`src/rtl/maze_dfs_ctrl.sv`:
```
// maze_dfs_ctrl: depth-first maze solver controller.
// Walks a 2^ROW_BITS x 2^COL_BITS grid from cell 0 to the all-ones cell, using a
// 1-bit-per-cell external memory as the combined wall/visited map. The current path
// is kept in an internal stack so that it can be read back after a successful run.
// Ports:
//   clk, rst            clock, synchronous active-high reset
//   start               run request (accepted in IDLE/DONE/FAIL only)
//   mem_rd/mem_wr       maze memory strobes; read data returns on mem_rdata next cycle
//   mem_addr/mem_wdata  cell address, write data (always 1 = visited)
//   mem_rdata           1 = blocked (wall or visited)
//   curr_loc            current cell {row,col}
//   busy/done/fail      run status
//   path_len            stack occupancy
//   path_idx/path_loc   combinational stack readback
//   move_cnt            forward moves plus backtracks, saturating
module maze_dfs_ctrl #(
  parameter int unsigned ROW_BITS    = 4,
  parameter int unsigned COL_BITS    = 4,
  parameter int unsigned STACK_DEPTH = 256,
  localparam int unsigned LOC_W      = ROW_BITS + COL_BITS,
  localparam int unsigned SP_W       = $clog2(STACK_DEPTH + 1)
) (
  input  logic             clk,
  input  logic             rst,
  input  logic             start,
  output logic             mem_rd,
  output logic             mem_wr,
  output logic [LOC_W-1:0] mem_addr,
  output logic             mem_wdata,
  input  logic             mem_rdata,
  output logic [LOC_W-1:0] curr_loc,
  output logic             busy,
  output logic             done,
  output logic             fail,
  output logic [SP_W-1:0]  path_len,
  input  logic [SP_W-1:0]  path_idx,
  output logic [LOC_W-1:0] path_loc,
  output logic [15:0]      move_cnt
);

  localparam int unsigned STK_AW = (STACK_DEPTH > 1) ? $clog2(STACK_DEPTH) : 1;
  localparam logic [LOC_W-1:0] GOAL    = {LOC_W{1'b1}};
  localparam logic [SP_W-1:0]  SP_FULL = SP_W'(STACK_DEPTH);
  localparam logic [2:0]       DIR_END = 3'd4;

  typedef enum logic [3:0] {
    S_IDLE, S_INIT, S_MARK, S_CHECK, S_PROBE, S_READ, S_EVAL, S_BACK, S_DONE, S_FAIL
  } state_t;

  state_t            state_q, state_d;
  logic [LOC_W-1:0]  loc_q, loc_d;
  logic [SP_W-1:0]   sp_q, sp_d;
  logic [2:0]        dir_q, dir_d;
  logic [15:0]       cnt_q, cnt_d, cnt_inc;
  logic              push_en;
  logic [LOC_W-1:0]  stack [STACK_DEPTH];
  logic [LOC_W-1:0]  stack_top;
  logic [LOC_W:0]    nbr;
  logic              nbr_ok;
  logic [LOC_W-1:0]  nbr_loc;
  logic              mem_rd_d, mem_wr_d, busy_d, done_d, fail_d;
  logic [LOC_W-1:0]  mem_addr_d;

  // Neighbour of loc in direction d as {in_grid, address}; no wrap-around.
  function automatic logic [LOC_W:0] nbr_of(input logic [LOC_W-1:0] loc, input logic [2:0] d);
    logic [ROW_BITS-1:0] r;
    logic [COL_BITS-1:0] c;
    logic                ok;
    r  = loc[LOC_W-1:COL_BITS];
    c  = loc[COL_BITS-1:0];
    ok = 1'b0;
    case (d)
      3'd0: begin ok = (c != {COL_BITS{1'b1}}); c = c + COL_BITS'(1); end
      3'd1: begin ok = (r != {ROW_BITS{1'b1}}); r = r + ROW_BITS'(1); end
      3'd2: begin ok = (c != '0);               c = c - COL_BITS'(1); end
      3'd3: begin ok = (r != '0);               r = r - ROW_BITS'(1); end
      default: ok = 1'b0;
    endcase
    return {ok, r, c};
  endfunction

  assign nbr       = nbr_of(loc_q, dir_q);
  assign nbr_ok    = nbr[LOC_W];
  assign nbr_loc   = nbr[LOC_W-1:0];
  assign stack_top = stack[STK_AW'(sp_q - SP_W'(1))];
  assign cnt_inc   = (cnt_q == 16'hFFFF) ? cnt_q : cnt_q + 16'd1;

  // Next-state and datapath updates.
  always_comb begin
    state_d = state_q;
    loc_d   = loc_q;
    sp_d    = sp_q;
    dir_d   = dir_q;
    cnt_d   = cnt_q;
    push_en = 1'b0;
    case (state_q)
      S_IDLE, S_DONE, S_FAIL: begin
        if (start) begin
          state_d = S_INIT;
          cnt_d   = '0;
        end
      end
      S_INIT: begin
        loc_d   = '0;
        sp_d    = '0;
        state_d = S_MARK;
      end
      S_MARK:  state_d = S_CHECK;
      S_CHECK: begin
        if (loc_q == GOAL) begin
          state_d = S_DONE;
        end else begin
          dir_d   = '0;
          state_d = S_PROBE;
        end
      end
      S_PROBE: begin
        if (dir_q >= DIR_END) state_d = S_BACK;
        else if (!nbr_ok)     dir_d   = dir_q + 3'd1;
        else                  state_d = S_READ;
      end
      S_READ: state_d = S_EVAL;
      S_EVAL: begin
        if (mem_rdata) begin
          dir_d   = dir_q + 3'd1;
          state_d = S_PROBE;
        end else if (sp_q == SP_FULL) begin
          state_d = S_FAIL;
        end else begin
          push_en = 1'b1;
          loc_d   = nbr_loc;
          sp_d    = sp_q + SP_W'(1);
          cnt_d   = cnt_inc;
          state_d = S_MARK;
        end
      end
      S_BACK: begin
        if (sp_q == '0) begin
          state_d = S_FAIL;
        end else begin
          // Popped cell is already marked, so probing resumes directly.
          loc_d   = stack_top;
          sp_d    = sp_q - SP_W'(1);
          cnt_d   = cnt_inc;
          dir_d   = '0;
          state_d = S_PROBE;
        end
      end
      default: state_d = S_IDLE;
    endcase
  end

  // Moore outputs decoded from the next state so they register in step with it.
  always_comb begin
    mem_wr_d   = (state_d == S_MARK);
    mem_rd_d   = (state_d == S_READ);
    mem_addr_d = (state_d == S_READ) ? nbr_loc : loc_d;
    busy_d     = !(state_d inside {S_IDLE, S_DONE, S_FAIL});
    done_d     = (state_d == S_DONE);
    fail_d     = (state_d == S_FAIL);
  end

  always_ff @(posedge clk) begin
    if (rst) begin
      state_q  <= S_IDLE;
      loc_q    <= '0;
      sp_q     <= '0;
      dir_q    <= '0;
      cnt_q    <= '0;
      mem_rd   <= 1'b0;
      mem_wr   <= 1'b0;
      mem_addr <= '0;
      busy     <= 1'b0;
      done     <= 1'b0;
      fail     <= 1'b0;
    end else begin
      state_q  <= state_d;
      loc_q    <= loc_d;
      sp_q     <= sp_d;
      dir_q    <= dir_d;
      cnt_q    <= cnt_d;
      mem_rd   <= mem_rd_d;
      mem_wr   <= mem_wr_d;
      mem_addr <= mem_addr_d;
      busy     <= busy_d;
      done     <= done_d;
      fail     <= fail_d;
    end
  end

  // Path stack storage; contents persist past DONE for readback.
  always_ff @(posedge clk) begin
    if (push_en && !rst) stack[STK_AW'(sp_q)] <= loc_q;
  end

  assign mem_wdata = 1'b1;
  assign curr_loc  = loc_q;
  assign path_len  = sp_q;
  assign move_cnt  = cnt_q;
  assign path_loc  = (path_idx < sp_q) ? stack[STK_AW'(path_idx)] : '0;

endmodule

```
`config.mk`:
```
export PLATFORM = sky130hd
export DESIGN_NAME = maze_dfs_ctrl
export DESIGN_NICKNAME = d
export VERILOG_FILES = /design/src/rtl/maze_dfs_ctrl.sv
export SDC_FILE = /design/constraint.sdc
export NUM_CORES = 2
export LEC_CHECK = 0
export ABC_CLOCK_PERIOD_IN_PS = 13820
export BUFFER_PORTS_ARGS = -buffer_cell sky130_fd_sc_hd__buf_4
export CORE_ASPECT_RATIO = 1.75
export CORE_MARGIN = 2
export CORE_UTILIZATION = 50
export CTS_CLUSTER_DIAMETER = 30
export DETAILED_ROUTE_END_ITERATION = 10
export PLACE_DENSITY = 0.67
export SYNTH_ARGS = -nofsm -noshare
export SYNTH_HDL_FRONTEND = slang
export SYNTH_SLANG_ARGS = --single-unit
```
`constraint.sdc`:
```
create_clock -name clk -period 13.82 [get_ports clk]
set_input_delay 2.073 -clock clk [delete_from_list [all_inputs] [get_ports clk]]
set_output_delay 2.073 -clock clk [all_outputs]
set_load 0.02 [all_outputs]
```
==> metrics.md <==
| Metric | Value |
|---|---|
| Worst Path Buf+Inv | 4 |
| Die Y | 592.2 um |
| Placer Congestion | 0.9034 |
| Skew final | 0.04610 ns |
| IO Port Bufs | 66 |
| Post-CTS sizing | 0 |
| Cell taking the most area after synthesis | edfxtp_1 |
| DPL Wire Length | 205100 um |
| Commonest cells in the netlist | edfxtp_1, mux4_2, nor2_1 |
| Run status | complete, but fails checks |
| Fraction of layout cells with a size suffix above 1 | 39.83% |
| Dpl cells | 7196 |
| Fraction of registers with async set/reset | 0% |
| PD cells | 138.6 nW/um2 |
| Clock Latency Late Sink | 0.84 ns |
| Placed Area | 102200 um2 |
| # Max-Cap Violations | 1 |
| Post-synth cell types | 72 |
| Vias per inst | 7.187 |
| CTS tree | done |
| Worst-Margin Slew | 1.825 ns |
| Sequential share of the synthesized area | 63.29% |
| Max-slew headroom | -25.14% |
| Synthesized instance count | 4746 |
| Fin cells | 7751 |
| Final period utilization | 73.96% |
| Number of flops mapped to enable cells by yosys | 2048 |
| Worst Path Arrival | 8.15 ns |
| Final setup fails | 0 |
| Initial Util | 50.34% |
| Residual DRC | 0 |
| Top delay family on crit path | multiplexers |
| Final Hold Vio Count | 0 |
| Total power | 15.56 mW |
| Cell Rows | 215 |
| Worst setup SP type | primary input |
| WP data required | 11.75 ns |
| CTS max path bufs | 4 |
| FF/Latch Area | 62590 um2 |
| FILL cells | 14290 |
| Via count | 55710 |
| CP cell instances | buf_8 -> buf_4 -> buf_4 -> mux4_2 -> mux4_2 -> mux4_2 -> mux2i_1 -> a211oi_1 -> buf_4 |
| Hold_buf cts | 0 |
| Top post-synthesis cells by area | edfxtp_1, mux4_2, nor2_1 |
| # Post-CTS Setup Buffers | 0 |
| Share of the synthesized area in the top cell type | 62.21% |
| Total wire length | 314300 um |
| Slowest CP cell | mux2i_1 |
| Unrepaired setup endpoints after global routing | no |
| Peak VDD IR | 0.08880 mV |
| Area Growth Syn to Fin | 13.56% |
| Most numerous cell in the Yosys netlist | edfxtp_1 |
| CTS clock-pin slew for the worst setup and hold paths | 0.05 ns |
| DRT Pass-1 Iters | 8 |
| Post-Syn Area | 98850 um2 |
| Net Count, Synth | 4784 |
| Clock root cell | clkbuf_16 |
| Setup TNS | 0 ns |
| WHS | 0.5113 ns |
| Final instance area | 112300 um2 |
| #FFs+latches synth | 2101 |
| CORE AREA | 196400 um2 |
| Fmax | 97.84 MHz |
| Hold WC Path Type | reg -> reg |
| Initial antenna violation count | 30 |
| Leakage | 37.66 nW |
| All-Layer GR Usage | 31.29% |
| Crit path max fanout | 67 |
| Clock sink count | 2101 |
| Drt wl/cell | 40.56 um |
| Fin util | 57.17% |
| Vias in the first global route | 56110 |
| Max incr delay on CP | 1.40 ns |
| Nets | 4919 |
| Place WS | 4.206 ns |
| Top_reg_cell synth | edfxtp_1 |
| Yosys Warn Count | 0 |
| Pin count of the biggest net entering global routing | 125 |
| Violated checks | max-capacitance violations, max-slew violations |
| TritonCTS Buffers | 287 |
| Post-Syn Area per Cell | 20.83 um2 |
| DR iter-0 viols | 7942 |
| Worst Setup Path Type | in -> out |
| IO Pins | 68 |
| First-pass GRT wire length | 439800 um |
| Period minus WS final | 10.22 ns |
| Die area | 201400 um2 |
| Multi-input gate area | 34490 um2 |
| Setup ws final | 3.599 ns |
| ANT nets after route | 0 |
| Die W | 340.1 um |
| Overflow left after global routing | 0 |
| Element type at the critical path end | output port |
| Final Max Tran Viols | 2 |
| # H-tree levels | 5 |
[worst min-delay path, cell delays in order (launching register included)]
cell and delay [ns]:
dfxtp_1 0.33, o21ai_0 0.08, a21oi_1 0.06
[cells in the final DEF (no fill, tap or decap), drive strengths merged, types with 43 or more instances in the layout]
cell / instances
edfxtp: 2048
dfxtp: 53
clkbuf: 312
clkinv: 81
mux4: 1291
buf: 221
nand2: 195
a21oi: 43
inv: 76
nor2: 311
diode: 43
[worst paths after layout]
kind | startpoint | end | slack (ns) | cells past startpoint
worst min-delay path | move_cnt[13]$_SDFFE_PP0P_ | move_cnt[13]$_SDFFE_PP0P_ | 0.51 | 2
worst min register to register | move_cnt[13]$_SDFFE_PP0P_ | move_cnt[13]$_SDFFE_PP0P_ | 0.51 | 2
worst max-delay path | path_idx[0] | path_loc[2] | 3.60 | 9
worst max register to register | path_len[0]$_SDFFE_PP0P_ | mem_addr[0]$_SDFF_PP0_ | 7.20 | 11
[report_power, final]
part / leakage [nW] / total, mW / internal, mW / switching, mW
Sequential: 22.2 / 6.89 / 6.89 / 0.00723
Clock: 4.77 / 7.64 / 4.69 / 2.95
Combinational: 10.7 / 1.03 / 0.373 / 0.657
Total: 37.7 / 15.6 / 11.9 / 3.62
[kinds of logic (layout without fill, tap and decap cells)]
logic type	after synthesis	after routing	share of synthesized area, %
flops	2101	2101	63.29
mux	1334	1334	29.86
simple gates	664	664	2.916
buf+inv	397	755	1.986
compound gates	199	199	1.364
fa+ha+maj	25	25	0.3316
xor+xnor	25	25	0.2481
other cells	1	44	0.003793
[state kept, by name (all words and copies together) (netlist names)]
name / count
mem_addr: 8
dir_q: 3
stack: 2048
mem_rd: 1
move_cnt: 16
mem_wr: 1
done: 1
path_len: 9
fail: 1
busy: 1
curr_loc: 8
state_q: 4
[routing by layer]
layer	GRT usage (%)	part of all wire, %	wire [um]	vias up
met2	52.18	51	159400	3920
met4	22.18	8.0	25300	22
li1	-	-	-	21070
met1	36.46	32	100800	29850
met5	0	0.047	147	-
met3	6.296	9.1	28630	846
[final cells by class]
class                   instances  area share, %
multi-input cells            2248          30.73
inverters                      22        0.07356
flip-flops and latches       2101          55.76
diodes                         43        0.09585
well taps                    2604          2.902
clock inverters               200          2.148
clock buffers                 312          6.671
repair buffers                221          1.624
No activity file was read; power rests on OpenSTA's default activity.
